## src/rtl/xor_switch_regfile_if.sv

```systemverilog
// Write/read bus of the XOR/switch register file.
interface xor_switch_regfile_if #(
  parameter int unsigned WIDTH = 8,
  parameter int unsigned DEPTH = 4
);
  localparam int unsigned ADDR_W = $clog2(DEPTH);

  logic              wr_en;
  logic [1:0]        wr_mode;
  logic [ADDR_W-1:0] wr_addr;
  logic [WIDTH-1:0]  wr_data;
  logic              rd_en;
  logic [ADDR_W-1:0] rd_addr;
  logic              sw_en;
  logic [WIDTH-1:0]  rd_data;
  logic              rd_valid;

  modport master (
    output wr_en, wr_mode, wr_addr, wr_data, rd_en, rd_addr, sw_en,
    input  rd_data, rd_valid
  );

  modport slave (
    input  wr_en, wr_mode, wr_addr, wr_data, rd_en, rd_addr, sw_en,
    output rd_data, rd_valid
  );
endinterface

```

## src/rtl/xor_switch_regfile.sv

```systemverilog
// Bank of DEPTH words with load/XOR/clear/invert writes and a registered,
// output-switched read port with write-through forwarding.
module xor_switch_regfile #(
  parameter  int unsigned WIDTH  = 8,
  parameter  int unsigned DEPTH  = 4,
  localparam int unsigned ADDR_W = $clog2(DEPTH)
) (
  input logic                 clk,
  input logic                 rst_n,
  xor_switch_regfile_if.slave bus
);
  typedef enum logic [1:0] {
    MODE_LOAD   = 2'b00,
    MODE_XOR    = 2'b01,
    MODE_CLEAR  = 2'b10,
    MODE_INVERT = 2'b11
  } wr_mode_e;

  localparam logic [ADDR_W:0] DEPTH_C = (ADDR_W + 1)'(DEPTH);

  wr_mode_e         mode;
  logic             wr_ok;
  logic             rd_ok;
  logic [WIDTH-1:0] wr_cur;
  logic [WIDTH-1:0] wr_new;
  logic [WIDTH-1:0] rd_word;
  logic [WIDTH-1:0] mem_q [DEPTH];
  logic [WIDTH-1:0] mem_d [DEPTH];
  logic [WIDTH-1:0] rd_data_q, rd_data_d;
  logic             rd_valid_q, rd_valid_d;

  always_comb begin
    mode   = wr_mode_e'(bus.wr_mode);
    wr_ok  = bus.wr_en && ({1'b0, bus.wr_addr} < DEPTH_C);
    rd_ok  = {1'b0, bus.rd_addr} < DEPTH_C;
    wr_cur = '0;
    if (wr_ok) wr_cur = mem_q[bus.wr_addr];

    wr_new = wr_cur;
    case (mode)
      MODE_LOAD:   wr_new = bus.wr_data;
      MODE_XOR:    wr_new = wr_cur ^ bus.wr_data;
      MODE_CLEAR:  wr_new = '0;
      MODE_INVERT: wr_new = ~wr_cur;
      default:     wr_new = wr_cur;
    endcase

    mem_d = mem_q;
    if (wr_ok) mem_d[bus.wr_addr] = wr_new;

    // Reading from mem_d gives same-address write-through for free.
    rd_word = '0;
    if (rd_ok) rd_word = mem_d[bus.rd_addr];

    rd_valid_d = bus.rd_en;
    rd_data_d  = rd_data_q;
    if (bus.rd_en) rd_data_d = bus.sw_en ? rd_word : '0;
  end

  always_ff @(posedge clk) begin
    if (!rst_n) begin
      for (int unsigned i = 0; i < DEPTH; i++) mem_q[i] <= '0;
      rd_data_q  <= '0;
      rd_valid_q <= 1'b0;
    end else begin
      mem_q      <= mem_d;
      rd_data_q  <= rd_data_d;
      rd_valid_q <= rd_valid_d;
    end
  end

  assign bus.rd_data  = rd_data_q;
  assign bus.rd_valid = rd_valid_q;
endmodule
```

## src/flat_wrapper.sv

```systemverilog
// flat-port wrapper written by rule: the top's interface ports become plain ports
module xor_switch_regfile_flat 
#(
  parameter  int unsigned WIDTH  = 8,
  parameter  int unsigned DEPTH  = 4,
  localparam int unsigned ADDR_W = $clog2(DEPTH)
)
  (clk, rst_n, bus_wr_en, bus_wr_mode, bus_wr_addr, bus_wr_data, bus_rd_en, bus_rd_addr, bus_sw_en, bus_rd_data, bus_rd_valid);
  xor_switch_regfile_if #(.WIDTH(WIDTH), .DEPTH(DEPTH)) bus_i ();
  input logic clk;
  input logic rst_n;
  input wire logic [$bits(bus_i.wr_en)-1:0] bus_wr_en;
  input wire logic [$bits(bus_i.wr_mode)-1:0] bus_wr_mode;
  input wire logic [$bits(bus_i.wr_addr)-1:0] bus_wr_addr;
  input wire logic [$bits(bus_i.wr_data)-1:0] bus_wr_data;
  input wire logic [$bits(bus_i.rd_en)-1:0] bus_rd_en;
  input wire logic [$bits(bus_i.rd_addr)-1:0] bus_rd_addr;
  input wire logic [$bits(bus_i.sw_en)-1:0] bus_sw_en;
  output wire logic [$bits(bus_i.rd_data)-1:0] bus_rd_data;
  output wire logic [$bits(bus_i.rd_valid)-1:0] bus_rd_valid;
  assign bus_i.wr_en = bus_wr_en;
  assign bus_i.wr_mode = bus_wr_mode;
  assign bus_i.wr_addr = bus_wr_addr;
  assign bus_i.wr_data = bus_wr_data;
  assign bus_i.rd_en = bus_rd_en;
  assign bus_i.rd_addr = bus_rd_addr;
  assign bus_i.sw_en = bus_sw_en;
  assign bus_rd_data = bus_i.rd_data;
  assign bus_rd_valid = bus_i.rd_valid;
  xor_switch_regfile #(.WIDTH(WIDTH), .DEPTH(DEPTH)) u_core (.clk(clk), .rst_n(rst_n), .bus(bus_i));
endmodule
```

## config.mk

```make
export PLATFORM = sky130hd
export DESIGN_NAME = xor_switch_regfile_flat
export DESIGN_NICKNAME = d
export VERILOG_FILES = /design/src/rtl/xor_switch_regfile_if.sv /design/src/rtl/xor_switch_regfile.sv /design/src/flat_wrapper.sv
export SDC_FILE = /design/constraint.sdc
export NUM_CORES = 1
export LEC_CHECK = 0
export BUFFER_PORTS_ARGS = -buffer_cell sky130_fd_sc_hd__buf_2
export CELL_PAD_IN_SITES_DETAIL_PLACEMENT = 1
export CELL_PAD_IN_SITES_GLOBAL_PLACEMENT = 2
export CORE_MARGIN = 2
export CORE_UTILIZATION = 36
export CTS_CLUSTER_SIZE = 24
export DETAILED_ROUTE_END_ITERATION = 8
export PLACE_DENSITY_LB_ADDON = 0.2
export SLEW_MARGIN = 5
export SYNTH_ARGS = -nofsm -noshare
export SYNTH_HDL_FRONTEND = slang
export SYNTH_SLANG_ARGS = --single-unit
```

## constraint.sdc

```tcl
create_clock -name clk -period 2.2 [get_ports clk]
set_clock_uncertainty 0.1 [all_clocks]
set_input_delay 0.11 -clock clk [delete_from_list [all_inputs] [get_ports clk]]
set_output_delay 0.11 -clock clk [all_outputs]
set_load 0.01 [all_outputs]
```

# Word-level counts from Yosys, hierarchy flattened
# Cells that the tools add are included.
# word_totals
ff_bits	41
inputBits	19
elab_cells	31
# op_classes
magnitude_cmp	3
eq_ne	3
n_mux	13
bitwise_logic	4
reduce_logical	2
# op_table
op	count
8-bit two-way mux	7
8-bit binary-select mux with 2-bit select	2
32-bit bitwise mux	1
32-bit two-way mux	1
8-bit one-hot mux with 4 select lines	1
8-bit demux with 2-bit select	1
8-bit NOT	1
8-bit XOR	1
3-bit >= comparator, second input constant	2
2-bit NOT with 3-bit output	2
2-bit equality test, second input constant	2
3-bit by 1-bit < comparator with 1-bit output, second input constant	1
2-bit by 1-bit equality test with 1-bit output, second input constant	1
2-bit logical NOT	1
1-bit logical AND	1

# Longest topological paths before layout
# Gate-level depths: netlist (run 1).
# logic_depth
word_depth	13
mapped_depth	8

# Least setup slack after synthesis (run 1)
# Ideal clock, no wire load.
# synth_timing
path_kind	input to register
start	in bus_wr_addr[1]
end	reg u_core.rd_data_q[6] (netlist: u_core.bus.rd_data[6])
setup_time_ps	132
t_arrival_ps	1379
required_ps	1968
setup_slack_ps	589
path_stages	7
n_path_buf	2
cell_sequence	buf_6 > buf_12 > mux2i_2 > o22a_1 > o211ai_2 > a2111oi_2 > a311oi_1
# synth_via
elab_chain_cells	13
# synth_lines
element	line	rtl
start, declared	flat_wrapper.sv:14	input wire logic [$bits(bus_i.wr_addr)-1:0] bus_wr_addr;
2-bit NOT with 3-bit output (implied by the code) *	xor_switch_regfile.sv:37, xor_switch_regfile.sv:49	
8-bit binary-select mux with 2-bit select	xor_switch_regfile.sv:37	if (wr_ok) wr_cur = mem_q[bus.wr_addr];
8-bit two-way mux (implied by the code) (2 in a row)	xor_switch_regfile.sv:37	
8-bit two-way mux	xor_switch_regfile.sv:37	
8-bit XOR / 8-bit NOT (equally long branches)	xor_switch_regfile.sv:42, xor_switch_regfile.sv:44	
8-bit one-hot mux with 4 select lines	xor_switch_regfile.sv:40	case (mode)
32-bit bitwise mux *	xor_switch_regfile.sv:49	if (wr_ok) mem_d[bus.wr_addr] = wr_new;
32-bit two-way mux *	xor_switch_regfile.sv:49	
8-bit binary-select mux with 2-bit select *	xor_switch_regfile.sv:53	if (rd_ok) rd_word = mem_d[bus.rd_addr];
8-bit two-way mux (implied by the code) * (2 in a row)	xor_switch_regfile.sv:53	
8-bit two-way mux *	xor_switch_regfile.sv:57	if (bus.rd_en) rd_data_d = bus.sw_en ? rd_word : '0;
end signal, assigned	xor_switch_regfile.sv:67	rd_data_q <= rd_data_d;
end, declared	xor_switch_regfile.sv:29	logic [WIDTH-1:0] rd_data_q, rd_data_d;
# Every way passes the cells marked *; elsewhere a longest branch is shown, timed or not. The select of a mux whose other input is x is not followed.
# A chain may end at the register's enable or synchronous reset.

# Worst setup path in the final report (run 1)
# layout_timing
start	reg u_core.mem_q[5] in the netlist's numbering
end	reg u_core.rd_data_q[5] (netlist: u_core.bus.rd_data[5])
# layout_via
elab_chain_cells	12
# layout_lines
element	line	rtl
start, declared	xor_switch_regfile.sv:27	logic [WIDTH-1:0] mem_q [DEPTH];
start signal, assigned	xor_switch_regfile.sv:66	mem_q <= mem_d;
8-bit binary-select mux with 2-bit select	xor_switch_regfile.sv:37	
8-bit two-way mux (implied by the code) (2 in a row)	xor_switch_regfile.sv:37	
8-bit two-way mux	xor_switch_regfile.sv:37	
8-bit XOR / 8-bit NOT (equally long branches)	xor_switch_regfile.sv:42, xor_switch_regfile.sv:44	
8-bit one-hot mux with 4 select lines	xor_switch_regfile.sv:40	
32-bit bitwise mux	xor_switch_regfile.sv:49	
32-bit two-way mux *	xor_switch_regfile.sv:49	
8-bit binary-select mux with 2-bit select *	xor_switch_regfile.sv:53	
8-bit two-way mux (implied by the code) * (2 in a row)	xor_switch_regfile.sv:53	
8-bit two-way mux *	xor_switch_regfile.sv:57	
# Marks and branches as above.

==> metrics.md, run 1 <==
| Metric | Value |
|---|---|
| Ys async rst share | 0% |
| Post-synth net total | 375 |
| Yosys warning count | 0 |
| Tot GR Track Use | 22.83% |
| Worst Path Max Fanout | 5 |
| Post-CTS Setup Bufs | 0 |
| Final-layout fill cell count | 977 |
| Post-synthesis sequential area ratio | 28.17% |
| Final Max Slew Viols | 0 |
| Wire per inst | 19.58 um |
| Nets | 404 |
| Max layer used | met4 |
| Synth Instances | 356 |
| Placed cell area | 0.003179 sq mm |
| Worst slew margin | 67.21% |
| Top cell type's share of synthesized area | 28.17% |
| CTS sink cnt | 41 |
| Worst-Margin Slew | 0.4908 ns |
| WHS Path Cells | 3 |
| CTS root buf | clkbuf_8 |
| Reg2reg start | u_core.mem_q[5]$_SDFF_PN0_ |
| Ports | 28 |
| Cell taking the most area after synthesis | dfxtp_1 |
| Drt total wl | 9.557 mm |
| H-Tree Depth | 2 |
| Critical path arrival | 1.93 ns |
| RSZ-0062 raised after global routing | no |
| Peak VDD IR | 253.5 uV |
| Final Hold Viols | 0 |
| Fin area | 0.003291 sq mm |
| Die W | 93.97 um |
| Fmax | 0.5376 GHz |
| Count leader, synth | nor2_1 |
| Outcome | finished, final reports clean |
| Crit path kind | flop to flop |
| Setup total negative slack | 0 ns |
| Clock slew at reported path FFs | 0.09 ns |
| TritonRoute pass-1 iters | 4 |
| Area grow syn2layout | 12.92% |
| Distinct cells, synth | 47 |
| Post-synthesis average cell area | 8.186 sq um |
| Diode count | 0 |
| WP data required | 2.27 ns |
| CTS resizes | 0 |
| Port-buffer cells | 27 |
| Top cells by area, synth | dfxtp_1, mux2i_1, nor2_1 |
| Hold Path Class | input pin to flop |
| Die H | 93.97 um |
| Worst setup EP type | flop |
| Post-detail-place hpwl | 7.062 mm |
| Reg2reg setup slack | 0.34 ns |
| Final instance count without filler cells | 488 |
| First-pass GRT wire length | 15.44 mm |
| Top cells by count, synth | nor2_1, dfxtp_1, nand2_1 |
| Die area | 0.008830 sq mm |
| Final setup vio count | 0 |
| Pleak | 1.190 nW |
| Post-placement cell count | 479 |
| Global route overflow | 0 |
| Vias per cell | 5.793 |
| Core Rows | 32 |
| GP Congestion | 0.8105 |
| Vias in the first global route | 2935 |
| Met3 wire len | 286 um |
| Hold worst-path end | u_core.mem_q[19]$_SDFF_PN0_ |
| Largest net degree at the start of global routing | 23 |
| Reg2reg end | u_core.bus.rd_data[5]$_SDFFE_PN0P_ |
| CP Launch Type | flop |
| Max-cap violations | 0 |
| Fin crit share | 84.55% |
| Hold Buf Count CTS | 1 |
| Clk_lat worst skew | 0.30 ns |
| Share of cells above drive strength 1 | 20.98% |
| Yosys reg bits | 41 |
| Hold_sp | rst_n |
| Clock buffer depth | 2 |
| ANT nets after route | 0 |
| Post-Syn Area | 0.002914 sq mm |
| PwrDens | 531.4 mW/mm^2 |
| 1st-iter DRT viols | 84 |
| TritonCTS clock tree | yes |
| Total core area | 0.007767 sq mm |
| Starting Density | 37.52% |
| Vias | 2827 |
| DRC | 0 |
| Main flop type after synthesis | dfxtp_1 |
| Routed wl met2 | 4.836 mm |
| M1 WL | 4.254 mm |
| Post-synth EDFFs | 0 |
| Initial antenna violation count | 0 |
| CTS Buf Count | 5 |
| Worst reg2reg path depth | 5 |
| Final Critical Period | 1.860 ns |
-- final cells by class --
class / instances / area [sq um] / area share [%]
Clock buffer: 7 / 96.34 / 2.928
Inverter: 2 / 7.507 / 0.2281
Multi-Input combinational cell: 284 / 1916 / 58.21
Sequential cell: 41 / 820.8 / 24.94
Timing Repair Buffer: 51 / 317.8 / 9.658
Tap cell: 102 / 127.6 / 3.878
Clock inverter: 1 / 5.005 / 0.1521
-- power breakdown --
part / total [mW] / internal (mW) / switching [mW]
clock: 0.571 / 0.284 / 0.286
combinational: 0.378 / 0.145 / 0.233
sequential: 0.800 / 0.775 / 0.0250
total: 1.75 / 1.20 / 0.544
-- per-layer routing --
metal / up-vias / track usage, %
met3: 17 / 3.852
met4: 0 / 7.005
met5: - / 0
met2: 50 / 41.73
met1: 1374 / 27.04
li1: 1386 / -
-- how the worst max path moves through the flow --
stage / start / end / slack, ns / cells after the start
after floorplan: bus_wr_addr[1] / u_core.bus.rd_data[6]$_SDFFE_PN0P_ / 0.59 / 7
after global placement: bus_wr_addr[1] / u_core.bus.rd_data[3]$_SDFFE_PN0P_ / 0.11 / 7
after detailed placement: bus_wr_addr[1] / u_core.bus.rd_data[1]$_SDFFE_PN0P_ / 0.06 / 7
after CTS: u_core.mem_q[5]$_SDFF_PN0_ / u_core.bus.rd_data[5]$_SDFFE_PN0P_ / 0.32 / 5
after global routing: u_core.mem_q[4]$_SDFF_PN0_ / u_core.bus.rd_data[4]$_SDFFE_PN0P_ / 0.18 / 5
final: u_core.mem_q[5]$_SDFF_PN0_ / u_core.bus.rd_data[5]$_SDFFE_PN0P_ / 0.34 / 5
-- registers in the layout (all words and copies together) (netlist names) --
| register | cells |
|---|---|
| u_core.mem_q | 32 |
| u_core.bus.rd_data | 8 |
| u_core.bus.rd_valid | 1 |
-- kinds of logic (layout without fill, tap and decap cells) --
| family | Yosys count | in the layout | share of synthesized area, % |
|---|---|---|---|
| XOR/XNOR | 2 | 2 | 1.245 |
| flip-flops | 41 | 41 | 28.17 |
| multiplexers | 34 | 34 | 12.32 |
| AND/OR/NAND/NOR | 150 | 150 | 24.95 |
| buffers and inverters | 31 | 61 | 6.096 |
| AO/OA/AOI/OAI | 98 | 98 | 27.22 |
-- cells in the final DEF (no fill, tap or decap), types with 2 or more instances in the layout --
| cell | synthesis | layout |
|---|---|---|
| buf_2 | 5 | 27 |
| a2111oi_0 | 7 | 7 |
| o31ai_1 | 3 | 3 |
| dfxtp_1 | 41 | 41 |
| mux2i_2 | 4 | 4 |
| nor2_1 | 54 | 54 |
| o221ai_1 | 10 | 10 |
| o311ai_0 | 2 | 2 |
| and3_1 | 5 | 5 |
| and3b_1 | 2 | 2 |
| mux2i_1 | 27 | 27 |
| nand2_1 | 30 | 30 |
| o22a_1 | 5 | 5 |
| nand3_1 | 8 | 8 |
| nand2b_1 | 7 | 7 |
| o21ai_0 | 11 | 11 |
| a21oi_1 | 13 | 13 |
| a311oi_1 | 4 | 4 |
| buf_4 | 2 | 23 |
| clkbuf_8 | 0 | 7 |
| o22ai_4 | 4 | 4 |
| mux2_2 | 3 | 3 |
| a221oi_1 | 3 | 3 |
| a221o_1 | 3 | 3 |
| o211ai_2 | 2 | 2 |
| and2_1 | 6 | 6 |
| inv_1 | 2 | 2 |
| o22ai_1 | 5 | 5 |
| o211ai_1 | 4 | 4 |
| nor3_1 | 17 | 17 |
| nor2b_1 | 12 | 12 |
| or2_2 | 5 | 5 |
| a211oi_1 | 16 | 16 |
| a2111oi_1 | 3 | 3 |
-- metrics by stage --
step / worst slack [ns] / power [mW] / hold slack (ns) / util [%]
after CTS: 0.3244 / 1.758 / 0.06662 / 42.36
final: 0.3399 / 1.749 / 0.06676 / 42.36
after floorplan: 0.5891 / 1.072 / 0.1317 / -
after global placement: 0.1061 / 1.185 / 0.2375 / 40.93
after detailed placement: 0.06170 / 1.193 / 0.2516 / 40.93
after global routing: 0.1834 / 1.826 / 0.07106 / 42.36
-- critical path: stages, from the launching register on --
cell and delay, ns:
dfxtp_1 0.33, mux2i_1 0.30, o22a_1 0.21, o211ai_1 0.20, a2111oi_0 0.51, a311oi_1 0.09
(Power assumes the default switching activity.)
==> run 2: changes to the inputs <==
clock period = 1.9 ns   (was 2.2 ns; I/O delays follow)
==> metrics.md, run 2 (synthesis gave the netlist of run 1 again) <==
| Metric | Value |
|---|---|
| Outcome | finished, final reports clean |
| Worst setup margin | 0.1461 ns (-0.1937 ns) |
| P_int | 1.386 mW (+15%) |
| Worst-Margin Slew | 0.4149 ns (-0.07600 ns) |
| Final Max Slew Viols | 0 (unchanged) |
| Post-CTS Setup Bufs | 0 (unchanged) |
| First-pass GRT wire length | 15.70 mm (+1.7%) |
| Most frequent cells in the layout | nor2_1, dfxtp_1, nand2_1 |
| Fin crit share | 92.31% (+7.8 points) |
| Clk_lat worst skew | 0.29 ns (about the same) |
| Die W | 93.97 um (unchanged) |
| Worst reg2reg path depth | 5 (unchanged) |
| RSZ-0062 raised after global routing | no |
| Pleak | 1.250 nW (+5.0%) |
| Crit path to | u_core.bus.rd_data[4]$_SDFFE_PN0P_ |
| TritonCTS clock tree | yes |
| Pre-CTS WS | -0.04704 ns (-0.1087 ns) |
| Clock share of power | 29.5% (-3.1 points) |
| Placed cell area | 0.003324 sq mm (+4.6%) |
| Diode count | 0 (unchanged) |
| Vias in the first global route | 3011 (+2.6%) |
| Final setup vio count | 0 (unchanged) |
| Ports | 28 (unchanged) |
| PwrDens | 578.8 mW/mm^2 (+8.9%) |
| Nets | 415 (+2.7%) |
| Vias | 2835 (+0.28%) |
| DRC | 0 (unchanged) |
| CTS Buf Count | 5 (unchanged) |
| Crit-path slowest cell | a2111oi_1 |
| H-Tree Depth | 2 (unchanged) |
| Global route overflow | 0 (unchanged) |
| WHS Path Cells | 3 (unchanged) |
| Crit path kind | flop to flop |
| Share of cells above drive strength 1 | 23.48% (+2.5 points) |
| CP max stage delay | 0.46 ns (-0.05 ns) |
| Critical path's top delay family | compound AO/OA/AOI/OAI gates |
| Peak VDD IR | 262.1 uV (+3.4%) |
| Critical path arrival | 1.82 ns (-0.11 ns) |
| Final Power | 1.987 mW (+14%) |
| Vias per cell | 5.693 (-1.7%) |
| Combinational power share | 23.8% (+2.2 points) |
| Final Critical Period | 1.754 ns (-0.1063 ns) |
| Hold Path Class | input pin to flop |
| Port-buffer cells | 27 (unchanged) |
| Final Hold Viols | 0 (unchanged) |
| ANT nets after route | 0 (unchanged) |
| Die area | 0.008830 sq mm (unchanged) |
| Area grow syn2layout | 17.82% |
| CP Launch Type | flop |
| Crit path launch | u_core.mem_q[4]$_SDFF_PN0_ |
| Register share of total power | 46.6% (+0.9 points) |
| Register area | 820.8 sq um (unchanged) |
| WP data required | 1.96 ns (-0.31 ns) |
| TritonRoute pass-1 iters | 4 (unchanged) |
| Total core area | 0.007767 sq mm (unchanged) |
| Switching Share | 30.27% (-0.85 points) |
| Critical Path Stages | 5 (unchanged) |
| Most common cell after layout, fill and taps aside | nor2_1 |
| Clock buffer depth | 2 (unchanged) |
| Post-detail-place hpwl | 7.013 mm (-0.69%) |
| Number of flip-flops in the largest register | 32 (unchanged) |
| Wire per inst | 18.87 um (-3.7%) |
| 1st-iter DRT viols | 120 (+43%) |
| Sw Pwr | 601.6 uW (+11%) |
| Clock slew at reported path FFs | 0.08 ns (about the same) |
| Reg2reg setup slack | 0.15 ns (-0.19 ns) |
| Core Rows | 32 (unchanged) |
| Worst slew margin | 71.63% (+4.4 points) |
| Largest net degree at the start of global routing | 25 (+8.7%) |
| CP bufs+invs | 0 (unchanged) |
| Worst setup EP type | flop |
| Reg2reg start | u_core.mem_q[4]$_SDFF_PN0_ |
| Drt total wl | 9.395 mm (-1.7%) |
| Final-layout fill cell count | 974 (-0.31%) |
| Worst Path Max Fanout | 4 (-1) |
| GP Congestion | 0.8717 (+7.6%) |
| Reg2reg end | u_core.bus.rd_data[4]$_SDFFE_PN0P_ |
| Crit path cell chain | mux2i_2, o22a_1, o211ai_1, a2111oi_1, a311oi_1 |
| Biggest register | u_core.mem_q |
| Tot GR Track Use | 23.08% (+0.25 points) |
| Max-cap violations | 0 (unchanged) |
| Fmax | 0.5702 GHz (+6.1%) |
| Multi-input logic area | 0.001928 sq mm (+0.65%) |
| Starting Density | 37.52% (unchanged) |
| Initial antenna violation count | 0 (unchanged) |
| CTS sink cnt | 41 (unchanged) |
| CTS root buf | clkbuf_8 |
| Die H | 93.97 um (unchanged) |
| Fin area | 0.003433 sq mm (+4.3%) |
[run 2: cell count changes in the layout (fill, tap and decap cells not counted), moves of 3 or more]
cell | before | now
mux2i_2 | 4 | 7
buf_4 | 23 | 29
mux2i_1 | 27 | 24
buf_12 | 0 | 5
[run 2: metrics by stage]
step | TNS (ns) | hold WS, ns | util (%) | std cells
after detailed placement | -0.07908 | 0.2328 | 42.80 | 490
final | 0 | 0.05994 | 44.20 | 498
after floorplan | 0 | 0.1167 | - | 356
after CTS | 0 | 0.05906 | 44.04 | 498
after global routing | 0 | 0.07244 | 44.20 | 498
after global placement | 0 | 0.2194 | 42.80 | 490
[run 2: worst register-to-register path: cells and delay by family, from the launching register on]
family          cells  cell delay, ns
compound gates      4            0.93
mux                 1            0.25
flops               1            0.34
[run 2: how the worst min path moves through the flow]
stage	from	to	slack, ns
after global placement	bus_rd_en	u_core.bus.rd_valid$_SDFF_PN0_	0.22
after CTS	rst_n	u_core.mem_q[3]$_SDFF_PN0_	0.06
after detailed placement	bus_rd_en	u_core.bus.rd_valid$_SDFF_PN0_	0.23
final	rst_n	u_core.mem_q[3]$_SDFF_PN0_	0.06
after floorplan	bus_rd_en	u_core.bus.rd_valid$_SDFF_PN0_	0.12
after global routing	rst_n	u_core.mem_q[1]$_SDFF_PN0_	0.07
[run 2: power groups by stage]
stage / Sequential [mW] / Combinational, mW / Clock (mW)
global placement: 0.946 / 0.461 / 0
CTS: 0.926 / 0.473 / 0.613
detailed placement: 0.946 / 0.470 / 0
floorplan: 0.940 / 0.301 / 0
global route: 0.932 / 0.521 / 0.653
finish: 0.927 / 0.474 / 0.586
[run 2: per-layer routing]
layer / vias to the layer above / global-route usage, % / share of wire [%]
li1: 1406 / - / -
met1: 1381 / 27.97 / 45
met2: 35 / 41.90 / 51
met3: 13 / 3.692 / 2.6
met4: 0 / 6.401 / 1.5
met5: - / 0 / 0
[run 2: timing repair]
action	4_1_cts	5_1_grt
hold endpoints to repair	1	0
resized for setup	0	4
setup endpoints to repair	0	2
hold buffers	1	0
[run 2: final cells by class]
class	count	area share (%)
sequential	41	23.91
inverter	2	0.2187
clock buffer	7	2.515
multi-input combinational	284	56.16
tap	102	3.717
timing repair buffer	62	13.48
==> run 3: changes to the inputs <==
CORE_UTILIZATION = 37   (was 36)
CTS_BUF_LIST = sky130_fd_sc_hd__clkbuf_8   (was default)
==> metrics.md, run 3 (synthesis gave the netlist of run 1 again) <==
| Metric | Value |
|---|---|
| Outcome | finished, final reports clean |
| Peak VDD IR | 231.9 uV (-12%) |
| TritonRoute pass-1 iters | 4 (unchanged) |
| Post-placement cell count | 487 (-0.61%) |
| P_int | 1.416 mW (+2.2%) |
| Total core area | 0.007687 sq mm (-1.0%) |
| Clk_lat worst skew | 0.29 ns (about the same) |
| Ports | 28 (unchanged) |
| CP Launch Type | flop |
| RSZ-0062 raised after global routing | no |
| Multi-input logic area | 0.001926 sq mm (-0.13%) |
| Nets | 412 (-0.72%) |
| Most frequent cells in the layout | nor2_1, dfxtp_1, nand2_1 |
| Met1 GRT Util | 27.40% (-0.56 points) |
| Die H | 92.75 um (-1.3%) |
| Diode count | 0 (unchanged) |
| Largest net degree at the start of global routing | 25 (unchanged) |
| H-Tree Depth | 2 (unchanged) |
| Register share of total power | 45.7% (-0.9 points) |
| Drt total wl | 9.276 mm (-1.3%) |
| Finished Core Util | 44.21% (about the same) |
| Register area | 820.8 sq um (unchanged) |
| Reg2reg setup slack | 0.19 ns (+0.04 ns) |
| Switching Share | 30.16% (-0.11 points) |
| Final Hold Viols | 0 (unchanged) |
| CTS Buf Count | 5 (unchanged) |
| Global route overflow | 0 (unchanged) |
| Final-layout fill cell count | 962 (-1.2%) |
| Initial antenna violation count | 0 (unchanged) |
| CTS root buf | clkbuf_8 |
| Clock buffer depth | 2 (unchanged) |
| Most common cell after layout, fill and taps aside | nor2_1 |
| Vias | 2871 (+1.3%) |
| Final Critical Period | 1.714 ns (-0.03990 ns) |
| Final instance count without filler cells | 496 (-0.40%) |
| Critical path arrival | 1.78 ns (-0.04 ns) |
| Post-detail-place hpwl | 6.872 mm (-2.0%) |
| GR peak layer | met2 |
| Fin crit share | 90.21% (-2.1 points) |
| Worst slew margin | 69.93% (-1.7 points) |
| Worst-Margin Slew | 0.4397 ns (+0.02489 ns) |
| PwrDens | 596.6 mW/mm^2 (+3.1%) |
| Worst Path Max Fanout | 4 (unchanged) |
| Biggest register | u_core.mem_q |
| Final setup vio count | 0 (unchanged) |
| DRC | 0 (unchanged) |
| Number of flip-flops in the largest register | 32 (unchanged) |
| Sw Pwr | 611.5 uW (+1.6%) |
| Tot GR Track Use | 23.07% (about the same) |
| Worst setup EP type | flop |
| Die W | 92.75 um (-1.3%) |
| Area grow syn2layout | 16.62% |
| Port-buffer cells | 27 (unchanged) |
| Wire per inst | 18.70 um (-0.87%) |
| Pleak | 1.236 nW (-1.1%) |
| Max-cap violations | 0 (unchanged) |
| Hold Path Class | input pin to flop |
| Fmax | 0.5834 GHz (+2.3%) |
| Starting Density | 37.91% (+0.39 points) |
| Combinational power share | 22.7% (-1.1 points) |
| Routing usage on met2 | 42.52% (+0.61 points) |
| Clock share of power | 31.6% (+2.1 points) |
| 1st-iter DRT viols | 87 (-28%) |
| Clock slew at reported path FFs | 0.08 ns (about the same) |
| Met3 Use GR | 3.255% (-0.44 points) |
| TritonCTS clock tree | yes |
| Core Rows | 32 (unchanged) |
| Vias per cell | 5.788 (+1.7%) |
| First-pass GRT wire length | 15.44 mm (-1.7%) |
| Vias in the first global route | 2975 (-1.2%) |
| Final Power | 2.027 mW (+2.0%) |
| Share of cells above drive strength 1 | 23.10% (-0.39 points) |
| Crit path kind | flop to flop |
| Die area | 0.008602 sq mm (-2.6%) |
| ANT nets after route | 0 (unchanged) |
| WP data required | 1.97 ns (about the same) |
| GP Congestion | 0.8415 (-3.5%) |
| Final Max Slew Viols | 0 (unchanged) |
| CTS sink cnt | 41 (unchanged) |
## run 3: per-stage QoR
step           setup WS (ns)  hold slack [ns]  area (sq um)  TNS (ns)
2_1_floorplan         0.3041           0.1167          2914         0
3_3_place_gp         0.05809           0.2210          3277         0
3_5_place_dp        -0.09664           0.2334          3277   -0.1208
4_1_cts              0.09338          0.05296          3388         0
5_1_grt              0.02098          0.06820          3398         0
6_report              0.1860          0.06802          3398         0
## run 3: power by group through the flow
stage	Combinational [mW]	Clock (mW)	Sequential, mW
global route	0.507	0.704	0.932
floorplan	0.301	0	0.940
CTS	0.462	0.669	0.925
global placement	0.449	0	0.946
finish	0.461	0.641	0.926
detailed placement	0.457	0	0.945
## run 3: worst paths after layout
check	cells after the start	to	start
worst max-delay path	5	u_core.bus.rd_data[4]$_SDFFE_PN0P_	u_core.mem_q[4]$_SDFF_PN0_
worst min-delay path	3	u_core.mem_q[0]$_SDFF_PN0_	rst_n
worst min register to register	2	u_core.bus.rd_data[6]$_SDFFE_PN0P_	u_core.bus.rd_data[6]$_SDFFE_PN0P_
worst max register to register	5	u_core.bus.rd_data[4]$_SDFFE_PN0P_	u_core.mem_q[4]$_SDFF_PN0_
## run 3: area by class of cell
class,instances,area share (%)
clock inverters,1,0.1473
flip-flops and latches,41,24.15
well taps,102,3.756
multi-input cells,284,56.66
inverters,2,0.2209
repair buffers,59,12.22
clock buffers,7,2.835
## run 3: layer usage
layer,vias up,part of all wire [%]
met5,-,0
met4,0,2.0
li1,1405,-
met3,16,3.1
met2,42,51
met1,1408,44
## run 3: timing repair
item	4_1_cts	5_1_grt
hold buffers	1	0
gates resized for setup	0	4
setup endpoints to repair	0	2
hold endpoints to repair	1	0
buffers inserted	0	0
## run 3: critical path, cell delays in order (launching register included)
cell	delay, ns
dfxtp_1	0.33
mux2i_1	0.28
o22a_1	0.20
o211ai_1	0.17
a2111oi_1	0.42
a311oi_1	0.09
